## src/rtl/leg_fetch_pkg.sv

```systemverilog
`default_nettype none
// ============================================================================
// Module  : leg_fetch_pkg
// Purpose : Shared types and constants for the instruction prefetch queue.
//           fetch_entry_t pairs a fetched instruction word with its address.
// Ports   : none (package)
// Revision: 1.0 - initial release
// ============================================================================
package leg_fetch_pkg;

  localparam int          WORD_BYTES       = 4;
  localparam logic [31:0] LEG_RESET_VECTOR = 32'h0000_0000;

  typedef struct packed {
    logic [31:0] pc;
    logic [31:0] instr;
  } fetch_entry_t;

  // Forces a byte address onto a word boundary.
  function automatic logic [31:0] wordAlign(input logic [31:0] addr);
    return addr & ~32'(WORD_BYTES - 1);
  endfunction

endpackage : leg_fetch_pkg
`default_nettype wire

```

## src/rtl/prefetch_fifo.sv

```systemverilog
`default_nettype none
// ============================================================================
// Module  : prefetch_fifo
// Purpose : Synchronous FIFO of fetch_entry_t with a synchronous clear.
//           The head entry is read straight out of the storage array, so it
//           is available in the cycle after the push that wrote it.
// Ports   : clk, rst_n        - clock, asynchronous active-low reset
//           i_Push/i_PushEntry - write one entry (caller guarantees room or
//                                a simultaneous pop)
//           i_Pop              - remove the head entry (ignored when empty)
//           i_Clear            - discard all entries; overrides push and pop
//           o_HeadEntry        - current head (undefined when empty)
//           o_Full, o_Empty    - occupancy flags
//           o_Count            - occupancy, $clog2(DEPTH)+1 bits
// Revision: 1.0 - initial release
// ============================================================================
module prefetch_fifo
  import leg_fetch_pkg::*;
#(
  parameter int DEPTH = 4
) (
  input  logic                     clk,
  input  logic                     rst_n,
  input  logic                     i_Push,
  input  fetch_entry_t             i_PushEntry,
  input  logic                     i_Pop,
  input  logic                     i_Clear,
  output fetch_entry_t             o_HeadEntry,
  output logic                     o_Full,
  output logic                     o_Empty,
  output logic [$clog2(DEPTH):0]   o_Count
);

  localparam int PW = $clog2(DEPTH);
  localparam int CW = PW + 1;

  fetch_entry_t  r_Mem [DEPTH];
  logic [PW-1:0] r_WrPtr;
  logic [PW-1:0] r_RdPtr;
  logic [CW-1:0] r_Count;

  logic w_DoPush;
  logic w_DoPop;

  assign w_DoPop  = i_Pop & (r_Count != '0);
  assign w_DoPush = i_Push;

  // Pointers are exactly log2(DEPTH) bits wide, so they wrap on their own.
  always_ff @(posedge clk or negedge rst_n) begin
    if (!rst_n) begin
      r_WrPtr <= '0;
      r_RdPtr <= '0;
      r_Count <= '0;
    end else if (i_Clear) begin
      r_WrPtr <= '0;
      r_RdPtr <= '0;
      r_Count <= '0;
    end else begin
      if (w_DoPush) r_WrPtr <= r_WrPtr + PW'(1);
      if (w_DoPop)  r_RdPtr <= r_RdPtr + PW'(1);
      r_Count <= r_Count + CW'(w_DoPush) - CW'(w_DoPop);
    end
  end

  // Storage needs no reset: nothing is read from a slot before it is written.
  always_ff @(posedge clk) begin
    if (w_DoPush && !i_Clear) r_Mem[r_WrPtr] <= i_PushEntry;
  end

  assign o_HeadEntry = r_Mem[r_RdPtr];
  assign o_Count     = r_Count;
  assign o_Empty     = (r_Count == '0);
  assign o_Full      = (r_Count == CW'(DEPTH));

endmodule : prefetch_fifo
`default_nettype wire

```

## src/rtl/fetch_prefetch_queue.sv

```systemverilog
`default_nettype none
// ============================================================================
// Module  : fetch_prefetch_queue
// Purpose : Instruction prefetch buffer between instruction memory and the
//           decode pipeline register. Issues sequential word fetches,
//           buffers in-order responses and presents the head entry with its
//           PC to decode. A redirect flushes the buffer, restarts fetching at
//           the target and silently drops responses still in flight.
// Config  : LEG_PREFETCH_BYPASS_EN - when defined, a response arriving into
//           an empty queue is forwarded combinationally to the decode outputs.
// Ports   : clk, reset (async, active-low)
//           RedirectE, RedirectPCE      - redirect request and target
//           StallD                      - decode not accepting
//           IReqValidF/IReqAddrF/IReqReadyF - fetch request channel
//           IRespValidF/IRespDataF      - in-order fetch responses
//           InstrValidF/InstrF/InstrPCF - head entry for decode (0 when empty)
//           QueueEmptyF                 - no buffered entries
// Revision: 1.0 - initial release
// ============================================================================
module fetch_prefetch_queue
  import leg_fetch_pkg::*;
#(
  parameter int          DEPTH           = 4,
  parameter int          MAX_OUTSTANDING = 2,
  parameter logic [31:0] RESET_VECTOR    = LEG_RESET_VECTOR
) (
  input  logic        clk,
  input  logic        reset,
  input  logic        RedirectE,
  input  logic [31:0] RedirectPCE,
  input  logic        StallD,
  output logic        IReqValidF,
  output logic [31:0] IReqAddrF,
  input  logic        IReqReadyF,
  input  logic        IRespValidF,
  input  logic [31:0] IRespDataF,
  output logic        InstrValidF,
  output logic [31:0] InstrF,
  output logic [31:0] InstrPCF,
  output logic        QueueEmptyF
);

  localparam int CW  = $clog2(DEPTH) + 1;
  // Drop counter has headroom for several back-to-back redirects.
  localparam int DCW = CW + 4;

  logic [31:0]    r_FetchPC;
  logic [31:0]    r_RespPC;
  logic [CW-1:0]  r_Outstanding;
  logic [DCW-1:0] r_DropCount;

  fetch_entry_t   w_Head;
  fetch_entry_t   w_PushEntry;
  logic           w_Full;
  logic           w_Empty;
  logic [CW-1:0]  w_Count;

  logic           w_Dropping;
  logic           w_CreditOk;
  logic           w_Accept;
  logic           w_RespLive;
  logic           w_BypassTaken;
  logic           w_Push;
  logic           w_Pop;
  logic [31:0]    w_RedirectPC;

  assign w_RedirectPC = wordAlign(RedirectPCE);
  assign w_Dropping   = (r_DropCount != '0);

  // A request is only issued when the queue has a slot reserved for its
  // response and the memory-side outstanding limit is not reached.
  assign w_CreditOk = (({1'b0, w_Count} + {1'b0, r_Outstanding}) < (CW + 1)'(DEPTH))
                    & (r_Outstanding < CW'(MAX_OUTSTANDING));

  // Gated by reset so the request channel is idle while reset is held.
  assign IReqValidF = reset & ~RedirectE & w_CreditOk;
  assign IReqAddrF  = r_FetchPC;
  assign w_Accept   = IReqValidF & IReqReadyF;

  // A live response is one that belongs to the current fetch stream.
  assign w_RespLive = IRespValidF & ~w_Dropping & ~RedirectE;

  assign w_Pop       = ~w_Empty & ~StallD & ~RedirectE;
  assign w_Push      = w_RespLive & ~w_BypassTaken & (~w_Full | w_Pop);
  assign w_PushEntry = '{pc: r_RespPC, instr: IRespDataF};

`ifdef LEG_PREFETCH_BYPASS_EN
  logic w_Bypass;
  assign w_Bypass      = w_Empty & w_RespLive;
  assign w_BypassTaken = w_Bypass & ~StallD;

  always_comb begin
    InstrValidF = 1'b0;
    InstrF      = '0;
    InstrPCF    = '0;
    if (!w_Empty) begin
      InstrValidF = 1'b1;
      InstrF      = w_Head.instr;
      InstrPCF    = w_Head.pc;
    end else if (w_Bypass) begin
      InstrValidF = 1'b1;
      InstrF      = IRespDataF;
      InstrPCF    = r_RespPC;
    end
  end
`else
  assign w_BypassTaken = 1'b0;

  always_comb begin
    InstrValidF = 1'b0;
    InstrF      = '0;
    InstrPCF    = '0;
    if (!w_Empty) begin
      InstrValidF = 1'b1;
      InstrF      = w_Head.instr;
      InstrPCF    = w_Head.pc;
    end
  end
`endif

  assign QueueEmptyF = w_Empty;

  prefetch_fifo #(
    .DEPTH (DEPTH)
  ) u_fifo (
    .clk         (clk),
    .rst_n       (reset),
    .i_Push      (w_Push),
    .i_PushEntry (w_PushEntry),
    .i_Pop       (w_Pop),
    .i_Clear     (RedirectE),
    .o_HeadEntry (w_Head),
    .o_Full      (w_Full),
    .o_Empty     (w_Empty),
    .o_Count     (w_Count)
  );

  // On a redirect every request still in flight, plus any already marked
  // for dropping, is moved into DropCount; the response arriving in the
  // redirect cycle (if any) is consumed from that total right away.
  // Outstanding then only tracks requests of the new stream.
  always_ff @(posedge clk or negedge reset) begin
    if (!reset) begin
      r_FetchPC     <= RESET_VECTOR;
      r_RespPC      <= RESET_VECTOR;
      r_Outstanding <= '0;
      r_DropCount   <= '0;
    end else if (RedirectE) begin
      r_FetchPC     <= w_RedirectPC;
      r_RespPC      <= w_RedirectPC;
      r_Outstanding <= '0;
      r_DropCount   <= r_DropCount + DCW'(r_Outstanding) - DCW'(IRespValidF);
    end else begin
      if (w_Accept)   r_FetchPC <= r_FetchPC + 32'(WORD_BYTES);
      if (w_RespLive) r_RespPC  <= r_RespPC + 32'(WORD_BYTES);
      r_Outstanding <= r_Outstanding + CW'(w_Accept) - CW'(IRespValidF & ~w_Dropping);
      if (IRespValidF && w_Dropping) r_DropCount <= r_DropCount - DCW'(1);
    end
  end

endmodule : fetch_prefetch_queue
`default_nettype wire
```

## config.mk

```make
export PLATFORM = sky130hd
export DESIGN_NAME = fetch_prefetch_queue
export DESIGN_NICKNAME = d
export VERILOG_FILES = /design/src/rtl/leg_fetch_pkg.sv /design/src/rtl/prefetch_fifo.sv /design/src/rtl/fetch_prefetch_queue.sv
export SDC_FILE = /design/constraint.sdc
export NUM_CORES = 1
export LEC_CHECK = 0
export ABC_AREA = 1
export BUFFER_PORTS_ARGS = -buffer_cell sky130_fd_sc_hd__buf_2
export CAP_MARGIN = 15
export CORE_MARGIN = 5
export CORE_UTILIZATION = 50
export DETAILED_ROUTE_END_ITERATION = 6
export HOLD_SLACK_MARGIN = 0.06
export PLACE_DENSITY_LB_ADDON = 0.25
export SLEW_MARGIN = 20
export SYNTH_ARGS = -nofsm -noshare
export SYNTH_HDL_FRONTEND = slang
export SYNTH_HIERARCHICAL = 1
export SYNTH_SLANG_ARGS = --single-unit
```

## constraint.sdc

```tcl
create_clock -name clk -period 5.3 [get_ports clk]
set_input_delay 0.265 -clock clk [delete_from_list [all_inputs] [get_ports clk]]
set_output_delay 0.265 -clock clk [all_outputs]
set_load 0.01 [all_outputs]
```

# Word-level counts from Yosys, hierarchy flattened
# Memory sizes are Yosys's and may differ from the RTL's.
# Index checks and enable logic that the tools add are counted.
word_totals:
  output_inout_bits: 99
  input_bits: 70
  n_memories: 1
  elab_cells: 69
  ff_bits: 81
  ramBits: 256
op_classes:
  mux: 17
  n_reduce_logical: 11
  addsub: 12
  magnitude_cmp: 2
  eq_ne: 1
  n_bitwise: 18
memory_table:
  columns: ["memory", "words", "word_bits", "read_ports", "rd_clocked_by_memory_dff", "wr", "line", "text"]
  rows:
  - ["u_fifo.r_Mem", 4, 64, 1, 0, 1, "prefetch_fifo.sv:37", "fetch_entry_t r_Mem [DEPTH];"]
ops:
  columns: ["cell", "count"]
  rows:
  - ["$mux W32", 6]
  - ["$add A32 B3 Y32 const B", 2]
  - ["$mux W7", 2]
  - ["$and A1 B1 Y1", 10]
  - ["$reduce_bool A2 Y1", 5]
  - ["$mux W2", 4]
  - ["$add A7 B3 Y7", 1]
  - ["$reduce_bool A7 Y1", 1]
  - ["$sub A7 B1 Y7", 1]
  - ["$sub A7 B1 Y7 const B", 1]
  - ["$add A3 B1 Y3", 2]
  - ["$mux W3", 2]
  - ["$not A1 Y1", 5]
  - ["$add A2 B1 Y2 const B", 2]
  - ["$add A3 B3 Y4", 1]
  - ["$lt A4 B3 Y1 const B", 1]
  - ["$and A1 B3 Y3", 1]
  - ["$eq A3 B3 Y1 const B", 1]
  - ["$logic_not A3 Y1", 1]
  - ["$lt A3 B2 Y1 const B", 1]
  - ["$mux W1", 3]
  - ["$not A1 Y3", 1]
  - ["$reduce_bool A3 Y1", 1]
  - ["$sub A3 B1 Y3", 1]
  - ["other kinds (4)", 5]

# Logic depth before layout (Yosys ltp)
# Gate-level depths: netlist of the first run.
logic_depth:
  word_depth: 9
  depth_mapped: 15
  depth_no_buf: 15

# By module
# The synthesis of the first run kept the hierarchy.
by_module_without_submodules:
  columns: ["mod", "n_inst", "cells_per_inst", "area_per_inst_um2", "seq_area_each_um2"]
  rows:
  - ["prefetch_fifo", 1, 679, 10161.0, 7862.5]
  - ["fetch_prefetch_queue", 1, 973, 5982.0, 1751.7]

# Worst setup path before layout of the first run
# OpenSTA, ideal clock, no wires.
synth_path:
  path_kind: "register to register"
  startpoint: "reg r_DropCount[4]"
  endpoint: "mem u_fifo/r_Mem[0][0] in the netlist's numbering, enable pin"
  t_arrival_ns: 4.437
  setup_slack_ns: 0.376
  setup_time_ns: 0.486
  required_ns: 4.814
  stages_incl_launch_ff: 11
  synth_period_minus_slack_ns: 4.924
  path_buffers: 0
  path_cell_list: "dfrtp_1 inv_1 ha_1 nand2_1 nor2_1 nand3_2 nor2_1 inv_1 a21oi_1 nand2_1 nor2_1"
synth_between:
  elab_chain_cells: 8
synth_lines:
  columns: ["item", "line", "text"]
  rows:
  - ["from (decl)", "fetch_prefetch_queue.sv:50", "logic [DCW-1:0] r_DropCount;"]
  - ["from (signal assigned)", "fetch_prefetch_queue.sv:152", "r_DropCount <= r_DropCount + DCW'(r_Outstanding) - DCW'(IRespValidF);"]
  - ["from (signal assigned)", "fetch_prefetch_queue.sv:157", "if (IRespValidF && w_Dropping) r_DropCount <= r_DropCount - DCW'(1);"]
  - ["$reduce_bool A7 Y1", "fetch_prefetch_queue.sv:68", "assign w_Dropping = (r_DropCount != '0);"]
  - ["$not A1 Y1", "fetch_prefetch_queue.sv:81", "assign w_RespLive = IRespValidF & ~w_Dropping & ~RedirectE;"]
  - ["$and A1 B1 Y1 (2 in series)", "fetch_prefetch_queue.sv:81", null]
  - ["$and A1 B1 Y1", "fetch_prefetch_queue.sv:84", "assign w_Push = w_RespLive & ~w_BypassTaken & (~w_Full | w_Pop);"]
  - ["net w_Push", "fetch_prefetch_queue.sv:63", "logic w_Push;"]
  - ["$logic_and A1 B1 Y1", "prefetch_fifo.sv:67", "if (w_DoPush && !i_Clear) r_Mem[r_WrPtr] <= i_PushEntry;"]
  - ["$mux W1", "prefetch_fifo.sv:67", null]
  - ["$mux W1 (implied by the code)", "prefetch_fifo.sv:67", null]
  - ["to (decl)", "prefetch_fifo.sv:37", null]
# The timed path passes the listed nets, and every way through them passes these cells.

# Worst setup path in the final report of the first run
layout_path:
  startpoint: "reg r_DropCount[4]"
  endpoint: "mem u_fifo/r_Mem[0][59] in the netlist's numbering, enable pin"
# Same word-level chain as after synthesis.

==> results.md, run 1 <==
| Metric | Value | Unit |
|---|---|---|
| Combined area of all synthesized cells | 0.01614 | mm2 |
| H-tree levels | 2 | - |
| Maximum operating frequency | 289.4 | MHz |
| Sum of negative setup slack | 0 | ps |
| Reg2reg setup slack | 1840 | ps |
| Slew Limit Headroom | 0.3335 | - |
| Hold crit path type | primary input to flop | - |
| Internal power component | 0.004709 | W |
| Area grow syn2layout | 16.71 | % |
| Post-place setup slack | 1830 | ps |
| Status | complete, no violations | - |
| CTS root buffer | sky130_fd_sc_hd__clkbuf_16 | - |
| Final core utilization | 0.5940 | - |
| Period Utilization, post-route | 0.6520 | - |
| Unrepaired setup endpoints after global routing | no | - |
| Drt first-iter violations | 877 | - |
| Final-layout fill cell count | 2,638 | - |
| TritonCTS buffer count | 36 | - |
| Antenna violations before repair | 0 | - |
| Worst setup skew after layout | 11.18 | ps |
| Number of post-CTS setup repair buffers | 0 | - |
| Die area | 0.03598 | mm2 |
| Hold WS | 85.81 | ps |
| Average routed wire per standard cell | 16.58 | um |
| Share of power burned in the clock network | 0.388 | - |
| Library cells used by synthesis | 48 | - |
| Number of violations of the max-capacitance limit | 0 | - |
| Number of slew-limit violations in the final report | 0 | - |
| Pin count of the biggest net entering global routing | 78 | - |
| Vias in the first global route | 11.76k | - |
| Static Leak | 7.863 | nW |
| Clock tree from TritonCTS | done | - |
| Fraction of power spent switching nets | 0.2563 | - |
| Worst Slack Setup Final | 1844 | ps |
| Register Area | 0.009619 | mm2 |
| Sequential Power Share | 0.485 | - |
| 1st-pass router iterations | 6 | - |
| Number of synthesized flops with an enable pin | 256 | - |
| Core Area | 0.03172 | mm2 |
| Yosys reg bits | 333 | - |
| Worst ir drop on vdd | 0.2150 | mV |
| Count of mapped cells out of synthesis | 1,652 | - |
| Post-CTS Hold Buffers | 47 | - |
| Sequential cell area fraction in the yosys report | 0.5956 | - |
| Element type at the critical path end | flop | - |
| Power share of the combinational group | 0.126 | - |
| Share of cells above drive strength 1 | 0.1662 | - |
| Ys Warns | 6 | - |
| Largest fanout on the critical path | 64 | - |
| Final total power | 0.006332 | W |
| DRC violations left | 0 | - |
| Final-report hold violation count | 0 | - |
| # resized after CTS | 0 | - |
| Data required time at the worst endpoint | 5430 | ps |
| Horizontal die dimension | 189.7 | um |
| Total track usage | 0.2059 | - |
| Post-synth ARST share | 0.2312 | - |
| RD Place Congestion | 0.8736 | - |
| Clk Latency, worst-skew pair | 520 | ps |
| Wire length reported by the detailed router | 37,890 | um |
| Crit path DAT | 3590 | ps |
| Routed via count | 12.17k | - |
| Detail Placement HPWL | 23,730 | um |
| Type of the worst setup path | flop to flop | - |
| Power density relative to cell area | 336.1 | mW/mm2 |
| Ratio of routed vias to standard cells | 5.326 | - |
| PortBufs | 164 | - |
| I/O pin count | 169 | - |
| Shortest period the worst path allows | 3456 | ps |
| Number of nets in the layout | 1,956 | - |
| Critical Path Start Type | flop | - |
| Antenna Nets Post-Route | 0 | - |
| Net switching power of the design | 0.001623 | W |
| Wire length of the first global-routing pass | 60,360 | um |
| Count of antenna diodes in the layout | 0 | - |
| Setup violators final | 0 | - |
| Number of clock sinks seen by CTS | 333 | - |
| Number of rows created at floorplan | 65 | - |
| Starting utilization of the core area | 0.5090 | - |
| GRT Residual Overflow | 0 | - |
| Least-Margin Pin Slew | 999.8 | ps |
| Avg Cell Area, Syn | 9.772 | um2 |
| Clock-pin slew on the worst setup and hold paths | 60 | ps |
| Number of buffers between clock root and the deepest sink | 3 | - |
| Top FF cell, synth | sky130_fd_sc_hd__edfxtp_1 | - |
| Die Y | 189.7 | um |
| Multi-input logic area | 0.005484 | mm2 |
## cells in the final DEF, fill, tap and decap left out, types with 10 or more instances in the layout
cell type / n
sky130_fd_sc_hd__a31oi_1: 10
sky130_fd_sc_hd__nand4_1: 10
sky130_fd_sc_hd__nor2_1: 322
sky130_fd_sc_hd__ha_1: 27
sky130_fd_sc_hd__buf_2: 163
sky130_fd_sc_hd__nand2_1: 262
sky130_fd_sc_hd__dlygate4sd3_1: 47
sky130_fd_sc_hd__o21ai_0: 107
sky130_fd_sc_hd__o21ai_1: 32
sky130_fd_sc_hd__o211ai_1: 13
sky130_fd_sc_hd__conb_1: 10
sky130_fd_sc_hd__o22ai_2: 10
sky130_fd_sc_hd__edfxtp_1: 256
sky130_fd_sc_hd__dfrtp_1: 75
sky130_fd_sc_hd__nor2_4: 19
sky130_fd_sc_hd__inv_1: 170
sky130_fd_sc_hd__o22ai_1: 54
sky130_fd_sc_hd__xor2_1: 11
sky130_fd_sc_hd__a21oi_1: 30
sky130_fd_sc_hd__clkbuf_16: 36
sky130_fd_sc_hd__nand3_1: 88
sky130_fd_sc_hd__o21ai_2: 15
sky130_fd_sc_hd__buf_4: 17
## power groups by stage
stage               clock network [W]  logic (W)  registers [W]
floorplan                           0   0.000551        0.00309
global placement                    0   0.000747        0.00312
detailed placement                  0   0.000767        0.00312
CTS                           0.00251   0.000800        0.00307
global route                  0.00263   0.000924        0.00309
finish                        0.00246   0.000799        0.00307
## worst paths after layout
kind / startpoint / to / depth (start not counted)
max reg2reg: r_DropCount[4] / u_fifo/r_Mem[0][59] / 12
max: r_DropCount[4] / u_fifo/r_Mem[0][59] / 12
min: RedirectPCE[6] / IReqAddrF[6] / 3
max in group asynchronous: reset / u_fifo/r_RdPtr[0] / 3
min in group asynchronous: reset / IReqAddrF[31] / 2
min reg2reg: IReqAddrF[31] / IReqAddrF[31] / 2
## logic make-up (layout without fill, tap and decap cells)
kind of cell,count (synthesis),in the layout,synth area share
flops,333,333,0.5956
xor+xnor,13,13,0.007053
other cells,1,10,0.0002323
simple gates,751,751,0.2012
fa+ha+maj,30,30,0.02465
buf+inv,246,468,0.06867
compound gates,278,278,0.1026
## through the flow
stage               instances  area, um2
CTS                      2285      18840
floorplan                1661      16180
global placement         2173      17210
finish                   2285      18840
detailed placement       2173      17210
global route             2285      18840
## per-layer routing
metal | track usage | share of wire
met4 | 0.05732 | 0.023
met1 | 0.2871 | 0.44
met3 | 0.03028 | 0.066
met5 | 0 | 0
met2 | 0.3406 | 0.47
## layout make-up
cell class	count	area share
flip-flops and latches	333	0.5106
repair buffers	227	0.07504
clock inverters	19	0.01109
clock buffers	46	0.05034
inverters	176	0.03520
well taps	402	0.02670
multi-input cells	1082	0.2911
## critical path, stage by stage, from the launching register on
cell and delay (ps):
sky130_fd_sc_hd__dfrtp_1 410, sky130_fd_sc_hd__inv_1 150, sky130_fd_sc_hd__ha_1 180, sky130_fd_sc_hd__nand2_1 50, sky130_fd_sc_hd__nor2_1 130, sky130_fd_sc_hd__nand3_2 120
sky130_fd_sc_hd__nor2_1 110, sky130_fd_sc_hd__buf_4 240, sky130_fd_sc_hd__inv_1 110, sky130_fd_sc_hd__a21oi_1 300, sky130_fd_sc_hd__nand2_1 310, sky130_fd_sc_hd__nor2_4 140
sky130_fd_sc_hd__buf_4 740
## sequential cells by signal, summed over array words and instances (netlist names)
signal and cells:
IReqAddrF 30, r_Outstanding 3, u_fifo/r_RdPtr 2, r_DropCount 7, u_fifo/r_WrPtr 2, u_fifo/r_Mem 256
u_fifo/o_Count 3, r_RespPC 30
## Yosys cell counts, types with 7 or more instances
master / instances / share of area
sky130_fd_sc_hd__xor2_1: 11 / 0.0060
sky130_fd_sc_hd__nor2_1: 326 / 0.076
sky130_fd_sc_hd__o22ai_2: 10 / 0.0078
sky130_fd_sc_hd__edfxtp_1: 256 / 0.48
sky130_fd_sc_hd__clkbuf_1: 24 / 0.0056
sky130_fd_sc_hd__or2_2: 7 / 0.0027
sky130_fd_sc_hd__o211ai_1: 13 / 0.0060
sky130_fd_sc_hd__a31oi_1: 10 / 0.0039
sky130_fd_sc_hd__nand2_1: 262 / 0.061
sky130_fd_sc_hd__nand4_1: 10 / 0.0039
sky130_fd_sc_hd__inv_1: 171 / 0.040
sky130_fd_sc_hd__a21oi_1: 30 / 0.0093
sky130_fd_sc_hd__o21ai_0: 107 / 0.033
sky130_fd_sc_hd__ha_1: 27 / 0.021
sky130_fd_sc_hd__nor2_4: 15 / 0.010
sky130_fd_sc_hd__o21ai_1: 32 / 0.0099
sky130_fd_sc_hd__buf_6: 15 / 0.010
sky130_fd_sc_hd__buf_2: 22 / 0.0068
sky130_fd_sc_hd__nor3_1: 8 / 0.0025
sky130_fd_sc_hd__dfrtp_1: 77 / 0.12
sky130_fd_sc_hd__nand3b_1: 7 / 0.0033
sky130_fd_sc_hd__o21ai_2: 15 / 0.0081
sky130_fd_sc_hd__o22ai_1: 54 / 0.021
sky130_fd_sc_hd__nand3_1: 88 / 0.027
sky130_fd_sc_hd__nor2_2: 9 / 0.0035
(Power assumes the default switching activity.)
==> inputs of run 2 (changes only) <==
Clock period 5.3 ns to 3.25 ns, I/O delays scaled along.
==> results.md, run 2 (synthesized netlist as in run 1, its figures left out) <==
| Metric | Value | Unit | Delta |
|---|---|---|---|
| Wire length reported by the detailed router | 38,430 | um | was 37,890 um |
| Hold crit path type | primary input to flop | - | unchanged |
| Most frequent CP cell | sky130_fd_sc_hd__nor2_1 | - |  |
| Data required time at the worst endpoint | 3090 | ps | was 5430 ps |
| Number of violations of the max-capacitance limit | 0 | - | unchanged |
| Critical Path Start Type | flop | - | unchanged |
| Type of the worst setup path | flop to primary output | - | was flop to flop |
| RD Place Congestion | 0.9032 | - | was 0.8736 |
| End point of the critical path | InstrPCF[9] | - | was u_fifo/r_Mem[0][59] |
| Setup violators final | 0 | - | unchanged |
| Crit-path cells | inv_4 > buf_12 > nor2_1 > o22ai_1 > inv_1 > nor2_1 > buf_2 | - | was inv_1 > ha_1 > nand2_1 > nor2_1 > nand3_2 > nor2_1 > buf_4 > inv_1 > a21oi_1 > nand2_1 > nor2_4 > buf_4 |
| Placement Cell Area | 0.01737 | mm2 | was 0.01721 mm2 |
| Horizontal die dimension | 189.7 | um | unchanged |
| Worst ir drop on vdd | 0.3991 | mV | was 0.2150 mV |
| Power density relative to cell area | 528.3 | mW/mm2 | was 336.1 mW/mm2 |
| Slew Limit Headroom | 0.4783 | - | was 0.3335 |
| Maximum operating frequency | 370.6 | MHz |  |
| Reg with most FFs | u_fifo/r_Mem | - | unchanged |
| Reg2reg end | u_fifo/r_Mem[3][58] | - | was u_fifo/r_Mem[0][59] |
| Share of power burned in the clock network | 0.371 | - | was 0.388 |
| Clock-pin slew on the worst setup and hold paths | 60 | ps | about the same |
| H-tree levels | 2 | - | unchanged |
| Wire length of the first global-routing pass | 61,280 | um | was 60,360 um |
| Clock tree from TritonCTS | done | - | unchanged |
| Critical Path Start | u_fifo/r_RdPtr[0] | - | was r_DropCount[4] |
| Number of post-CTS setup repair buffers | 0 | - | unchanged |
| Worst Slack Setup Final | 551.9 | ps | was 1844 ps |
| Crit-path max cell delay | 610 | ps | was 740 ps |
| Number of slew-limit violations in the final report | 0 | - | unchanged |
| I/O pin count | 169 | - | unchanged |
| Average routed wire per standard cell | 16.66 | um | was 16.58 um |
| Starting utilization of the core area | 0.5090 | - | unchanged |
| Number of clock sinks seen by CTS | 333 | - | unchanged |
| Critical register-to-register path startpoint | r_DropCount[4] | - | unchanged |
| Unrepaired setup endpoints after global routing | no | - | unchanged |
| Reg2reg setup slack | 560 | ps | was 1840 ps |
| CTS root buffer | sky130_fd_sc_hd__clkbuf_16 | - | unchanged |
| Pin count of the biggest net entering global routing | 107 | - | was 78 |
| DRC violations left | 0 | - | unchanged |
| Share of cells above drive strength 1 | 0.1675 | - | was 0.1662 |
| Antenna violations before repair | 0 | - | unchanged |
| Worst Reg2Reg Path Length in Cells | 11 | - | was 12 |
| Routed via count | 12.26k | - | was 12.17k |
| Number of rows created at floorplan | 65 | - | unchanged |
| Most frequent cells in the layout | sky130_fd_sc_hd__nor2_1 (322), sky130_fd_sc_hd__nand2_1 (262), sky130_fd_sc_hd__edfxtp_1 (256) | - | unchanged |
| Final-layout fill cell count | 2,674 | - | was 2,638 |
| Area grow syn2layout | 18.28 | % | was 16.71% |
| Drt first-iter violations | 885 | - | was 877 |
| Ratio of routed vias to standard cells | 5.314 | - | was 5.326 |
| GRT Residual Overflow | 0 | - | unchanged |
| Largest register FFs | 256 | - | unchanged |
| Shortest period the worst path allows | 2698 | ps |  |
| Kind of cell adding the most delay to the critical path | buffers and inverters | - | unchanged |
| Number of buffers and inverters on the critical path | 4 | - | unchanged |
| Element type at the critical path end | primary output | - | was flop |
| Die area | 0.03598 | mm2 | unchanged |
| Total track usage | 0.2098 | - | was 0.2059 |
| Final core utilization | 0.6020 | - | was 0.5940 |
| Post-route design area | 0.01909 | mm2 | was 0.01884 mm2 |
| 1st-pass router iterations | 5 | - | was 6 |
| Static Leak | 7.960 | nW | was 7.863 nW |
| PortBufs | 164 | - | unchanged |
| Largest fanout on the critical path | 60 | - | was 64 |
| Antenna Nets Post-Route | 0 | - | unchanged |
| Crit path DAT | 2540 | ps | was 3590 ps |
| Die Y | 189.7 | um | unchanged |
| Status | complete, no violations | - | unchanged |
| Final-report hold violation count | 0 | - | unchanged |
| Hold WS | 61.90 | ps | was 85.81 ps |
| Number of nets in the layout | 1,979 | - | was 1,956 |
| Worst setup skew after layout | 13.71 | ps | was 11.18 ps |
| Post-layout instance count excluding filler cells | 2,307 | - | was 2,285 |
| Least-Margin Pin Slew | 782.5 | ps | was 999.8 ps |
| Most frequent standard cell in the layout excluding fill and tap cells | sky130_fd_sc_hd__nor2_1 | - | unchanged |
| Clk Latency, worst-skew pair | 520 | ps | about the same |
| Period Utilization, post-route | 0.8302 | - |  |
| Core Area | 0.03172 | mm2 | unchanged |
| Net switching power of the design | 0.002655 | W | was 0.001623 W |
| Instance count on the critical path | 7 | - | was 12 |
| Post-place setup slack | 552.2 | ps | was 1830 ps |
| Sequential Power Share | 0.497 | - | was 0.485 |
| Fraction of power spent switching nets | 0.2632 | - | was 0.2563 |
| Detail Placement HPWL | 24,460 | um | was 23,730 um |
| Count of antenna diodes in the layout | 0 | - | unchanged |
| # resized after CTS | 0 | - | unchanged |
| TritonCTS buffer count | 36 | - | unchanged |
| Number of buffers between clock root and the deepest sink | 3 | - | unchanged |
| Vias in the first global route | 11.97k | - | was 11.76k |
| Internal power component | 0.007432 | W | was 0.004709 W |
| Post-CTS Hold Buffers | 64 | - | was 47 |
| Power share of the combinational group | 0.133 | - | was 0.126 |
| # placed instances | 2,179 | - | was 2,173 |
| Standard cell with the maximum stage delay on the critical path | sky130_fd_sc_hd__dfrtp_4 | - | was sky130_fd_sc_hd__buf_4 |
run 2: cell types whose count changed in the layout (fill, tap and decap cells not counted), sizes merged, moves of 2 or more:
cell,previous run,this run
clkbuf,46,41
clkinv,11,15
bufinv,4,1
buf,180,186
clkinvlp,3,5
dlygate4sd3,47,64
run 2: worst min-delay path by stage:
| stage | start | to | cells after the start |
|---|---|---|---|
| after floorplan | reset | IReqAddrF[10] | 0 |
| after global placement | reset | r_DropCount[4] | 2 |
| after detailed placement | reset | r_DropCount[4] | 2 |
| after CTS | StallD | u_fifo/r_RdPtr[0] | 5 |
| after global routing | StallD | u_fifo/r_RdPtr[1] | 5 |
| final | StallD | u_fifo/r_RdPtr[0] | 5 |
run 2: final cells by class:
| class | count | area, um2 | share of cell area |
|---|---|---|---|
| Clock inverter | 23 | 162.7 | 0.008519 |
| Multi-Input combinational cell | 1082 | 5484 | 0.2872 |
| Sequential cell | 333 | 9619 | 0.5038 |
| Inverter | 176 | 663.1 | 0.03473 |
| Tap cell | 402 | 503.0 | 0.02634 |
| Timing Repair Buffer | 250 | 1742 | 0.09122 |
| Clock buffer | 41 | 919.6 | 0.04817 |
run 2: through the flow:
stage          power, W  setup TNS, ps
2_1_floorplan  0.005938        -166900
3_3_place_gp   0.006309              0
3_5_place_dp   0.006356              0
4_1_cts         0.01017              0
5_1_grt         0.01056              0
6_report        0.01009              0
run 2: routing by layer:
| metal | global-route usage | vias up | wire, um |
|---|---|---|---|
| li1 | - | 6006 | - |
| met3 | 0.02807 | 74 | 2455 |
| met5 | 0 | - | 0 |
| met2 | 0.3509 | 406 | 18200 |
| met1 | 0.2883 | 5773 | 16790 |
| met4 | 0.06427 | 0 | 982 |
run 2: power groups by stage:
stage | Combinational (W) | Sequential [W] | Clock [W]
2_1_floorplan | 0.000899 | 0.00504 | 0
3_3_place_gp | 0.00123 | 0.00508 | 0
3_5_place_dp | 0.00127 | 0.00509 | 0
4_1_cts | 0.00134 | 0.00500 | 0.00382
5_1_grt | 0.00154 | 0.00503 | 0.00400
6_report | 0.00134 | 0.00501 | 0.00374
run 2: worst register-to-register path, delay by kind of cell, from the launching register on:
| family | cells | cell delay (ps) |
|---|---|---|
| AO/OA/AOI/OAI | 1 | 170 |
| adder cells (fa/ha/maj) | 1 | 180 |
| buffers and inverters | 3 | 570 |
| flip-flops | 1 | 410 |
| AND/OR/NAND/NOR | 6 | 980 |
==> inputs of run 3 (changes only) <==
Clock period 3.25 ns to 2.6 ns, I/O delays scaled along.
==> results.md, run 3 (synthesized netlist as in run 1, its figures left out) <==
| Metric | Value | Unit | Delta |
|---|---|---|---|
| GRT Residual Overflow | 0 | - | unchanged |
| Hold WS | 56.78 | ps | was 61.90 ps |
| Number of rows created at floorplan | 65 | - | unchanged |
| Number of nets in the layout | 1,987 | - | was 1,979 |
| Critical Path Start | u_fifo/r_RdPtr[0] | - | unchanged |
| Final total power | 0.01277 | W | was 0.01009 W |
| Core Area | 0.03172 | mm2 | unchanged |
| Most frequent standard cell in the layout excluding fill and tap cells | sky130_fd_sc_hd__nor2_1 | - | unchanged |
| RD Place Congestion | 0.9207 | - | was 0.9032 |
| Starting utilization of the core area | 0.5090 | - | unchanged |
| Maximum operating frequency | 403.7 | MHz |  |
| Clock tree from TritonCTS | done | - | unchanged |
| Worst ir drop on vdd | 0.5060 | mV | was 0.3991 mV |
| Least-Margin Pin Slew | 740.0 | ps | was 782.5 ps |
| I/O pin count | 169 | - | unchanged |
| Drt first-iter violations | 856 | - | was 885 |
| Type of the worst setup path | flop to primary output | - | unchanged |
| Multi-input logic area | 0.005533 | mm2 | was 0.005484 mm2 |
| Number of buffers between clock root and the deepest sink | 3 | - | unchanged |
| Antenna Nets Post-Route | 0 | - | unchanged |
| Min-delay src | StallD | - | unchanged |
| Wire length of the first global-routing pass | 61,120 | um | was 61,280 um |
| Reg with most FFs | u_fifo/r_Mem | - | unchanged |
| Element type at the critical path end | primary output | - | unchanged |
| Shortest period the worst path allows | 2477 | ps |  |
| Largest fanout on the critical path | 51 | - | was 60 |
| Status | complete, no violations | - | unchanged |
| # placed instances | 2,185 | - | was 2,179 |
| Critical register-to-register path startpoint | u_fifo/o_Count[2] | - | was r_DropCount[4] |
| 1st-pass router iterations | 5 | - | unchanged |
| Die area | 0.03598 | mm2 | unchanged |
| Reg2reg setup slack | 210 | ps | was 560 ps |
| Post-layout instance count excluding filler cells | 2,313 | - | was 2,307 |
| DRC violations left | 0 | - | unchanged |
| PortBufs | 164 | - | unchanged |
| Sum of negative setup slack | 0 | ps | unchanged |
| Unrepaired setup endpoints after global routing | no | - | unchanged |
| H-tree levels | 2 | - | unchanged |
| Clock-pin slew on the worst setup and hold paths | 60 | ps | about the same |
| Crit-path max cell delay | 700 | ps | was 610 ps |
| Final-report hold violation count | 0 | - | unchanged |
| Average routed wire per standard cell | 16.70 | um | was 16.66 um |
| Endpoint with the worst hold slack | u_fifo/r_RdPtr[0] | - | unchanged |
| Area grow syn2layout | 19.46 | % | was 18.28% |
| Final core utilization | 0.6080 | - | was 0.6020 |
| Reg2reg end | u_fifo/o_Count[2] | - | was u_fifo/r_Mem[3][58] |
| Detail Placement HPWL | 24,860 | um | was 24,460 um |
| Clk Latency, worst-skew pair | 530 | ps | was 520 ps |
| Crit path DAT | 2350 | ps | was 2540 ps |
| Routed via count | 12.40k | - | was 12.26k |
| Static Leak | 8.037 | nW | was 7.960 nW |
| Standard cell with the maximum stage delay on the critical path | sky130_fd_sc_hd__dfrtp_4 | - | unchanged |
| Crit-path cells | buf_16 > o21ai_0 > o22ai_1 > inv_1 > nor2_1 > buf_2 | - | was inv_4 > buf_12 > nor2_1 > o22ai_1 > inv_1 > nor2_1 > buf_2 |
| Number of violations of the max-capacitance limit | 0 | - | unchanged |
| Power density relative to cell area | 662.4 | mW/mm2 | was 528.3 mW/mm2 |
| Worst Reg2Reg Path Length in Cells | 15 | - | was 11 |
| Ratio of routed vias to standard cells | 5.360 | - | was 5.314 |
| Most frequent cells in the layout | sky130_fd_sc_hd__nor2_1 (319), sky130_fd_sc_hd__nand2_1 (259), sky130_fd_sc_hd__edfxtp_1 (256) | - | was sky130_fd_sc_hd__nor2_1 (322), sky130_fd_sc_hd__nand2_1 (262), sky130_fd_sc_hd__edfxtp_1 (256) |
| Data required time at the worst endpoint | 2470 | ps | was 3090 ps |
| Period Utilization, post-route | 0.9526 | - |  |
| Hold crit path type | primary input to flop | - | unchanged |
| Pin count of the biggest net entering global routing | 102 | - | was 107 |
| Share of cells above drive strength 1 | 0.1743 | - | was 0.1675 |
| Setup violators final | 0 | - | unchanged |
| TritonCTS buffer count | 36 | - | unchanged |
| Number of slew-limit violations in the final report | 0 | - | unchanged |
| Antenna violations before repair | 0 | - | unchanged |
| Critical Path Start Type | flop | - | unchanged |
| Vias in the first global route | 12.08k | - | was 11.97k |
| Largest register FFs | 256 | - | unchanged |
| Hold path cells | 5 | - | unchanged |
| Count of antenna diodes in the layout | 0 | - | unchanged |
| Register Area | 0.009619 | mm2 | unchanged |
| Die Y | 189.7 | um | unchanged |
| Wire length reported by the detailed router | 38,630 | um | was 38,430 um |
| Total track usage | 0.2087 | - | was 0.2098 |
| CTS root buffer | sky130_fd_sc_hd__clkbuf_16 | - | unchanged |
| Slew Limit Headroom | 0.5067 | - | was 0.4783 |
| Number of clock sinks seen by CTS | 333 | - | unchanged |
| Final-layout fill cell count | 2,596 | - | was 2,674 |
| Worst setup skew after layout | 21.64 | ps | was 13.71 ps |
| Horizontal die dimension | 189.7 | um | unchanged |
==> run 3: power by group <==
part,leakage [nW],total [W],internal (W),switching [W]
sequential,3.24,0.00627,0.00596,0.000308
combinational,4.27,0.00171,0.000693,0.00102
clock,0.533,0.00479,0.00279,0.00200
==> run 3: stage by stage <==
| stage | setup WS, ps | instance area, um2 |
|---|---|---|
| after floorplan | -256.6 | 16250 |
| after global placement | 201.9 | 17470 |
| after detailed placement | 173.0 | 17470 |
| after CTS | 6.887 | 19230 |
| after global routing | 10.24 | 19280 |
| final | 123.2 | 19280 |
==> run 3: critical path: cells and delay by family, from the launching register on <==
family / cells / cell delay (ps)
DFF: 1 / 700
buffers and inverters: 3 / 530
AOI/OAI and AO/OA: 2 / 380
and+or+nand+nor: 1 / 190
==> run 3: worst max-delay path by stage <==
| stage | slack (ps) | to | cells after the start |
|---|---|---|---|
| 3_3_place_gp | 200 | u_fifo/o_Count[2] | 15 |
| 5_1_grt | 10 | u_fifo/o_Count[2] | 15 |
| 3_5_place_dp | 170 | u_fifo/o_Count[2] | 15 |
| 2_1_floorplan | -260 | u_fifo/r_Mem[0][0] | 10 |
| 4_1_cts | 7 | InstrPCF[14] | 6 |
| 6_report | 120 | InstrPCF[14] | 6 |
==> run 3: per-layer routing <==
metal / wire (um) / part of all wire / vias to the layer above / track usage
li1: - / - / 6026 / -
met1: 16860 / 0.44 / 5848 / 0.2793
met2: 18250 / 0.47 / 449 / 0.3544
met3: 2560 / 0.066 / 74 / 0.03505
met4: 959 / 0.025 / 0 / 0.06010
met5: 0 / 0 / - / 0
==> run 3: cell type report <==
type	instances	area share
sequential	333	0.4988
clock buffer	46	0.04918
clock inverter	16	0.007915
inverter	176	0.03465
tap	402	0.02608
multi-input combinational	1082	0.2869
timing repair buffer	258	0.09648
==> run 3: repair_timing <==
| action | 4_1_cts | 5_1_grt |
|---|---|---|
| gates cloned | 0 | 1 |
| setup buffers | 0 | 0 |
| hold buffers | 65 | 0 |
| gates resized for setup | 2 | 9 |
| hold endpoints to repair | 219 | 0 |
| pin swaps | 0 | 0 |
| setup endpoints to repair | 2 | 27 |
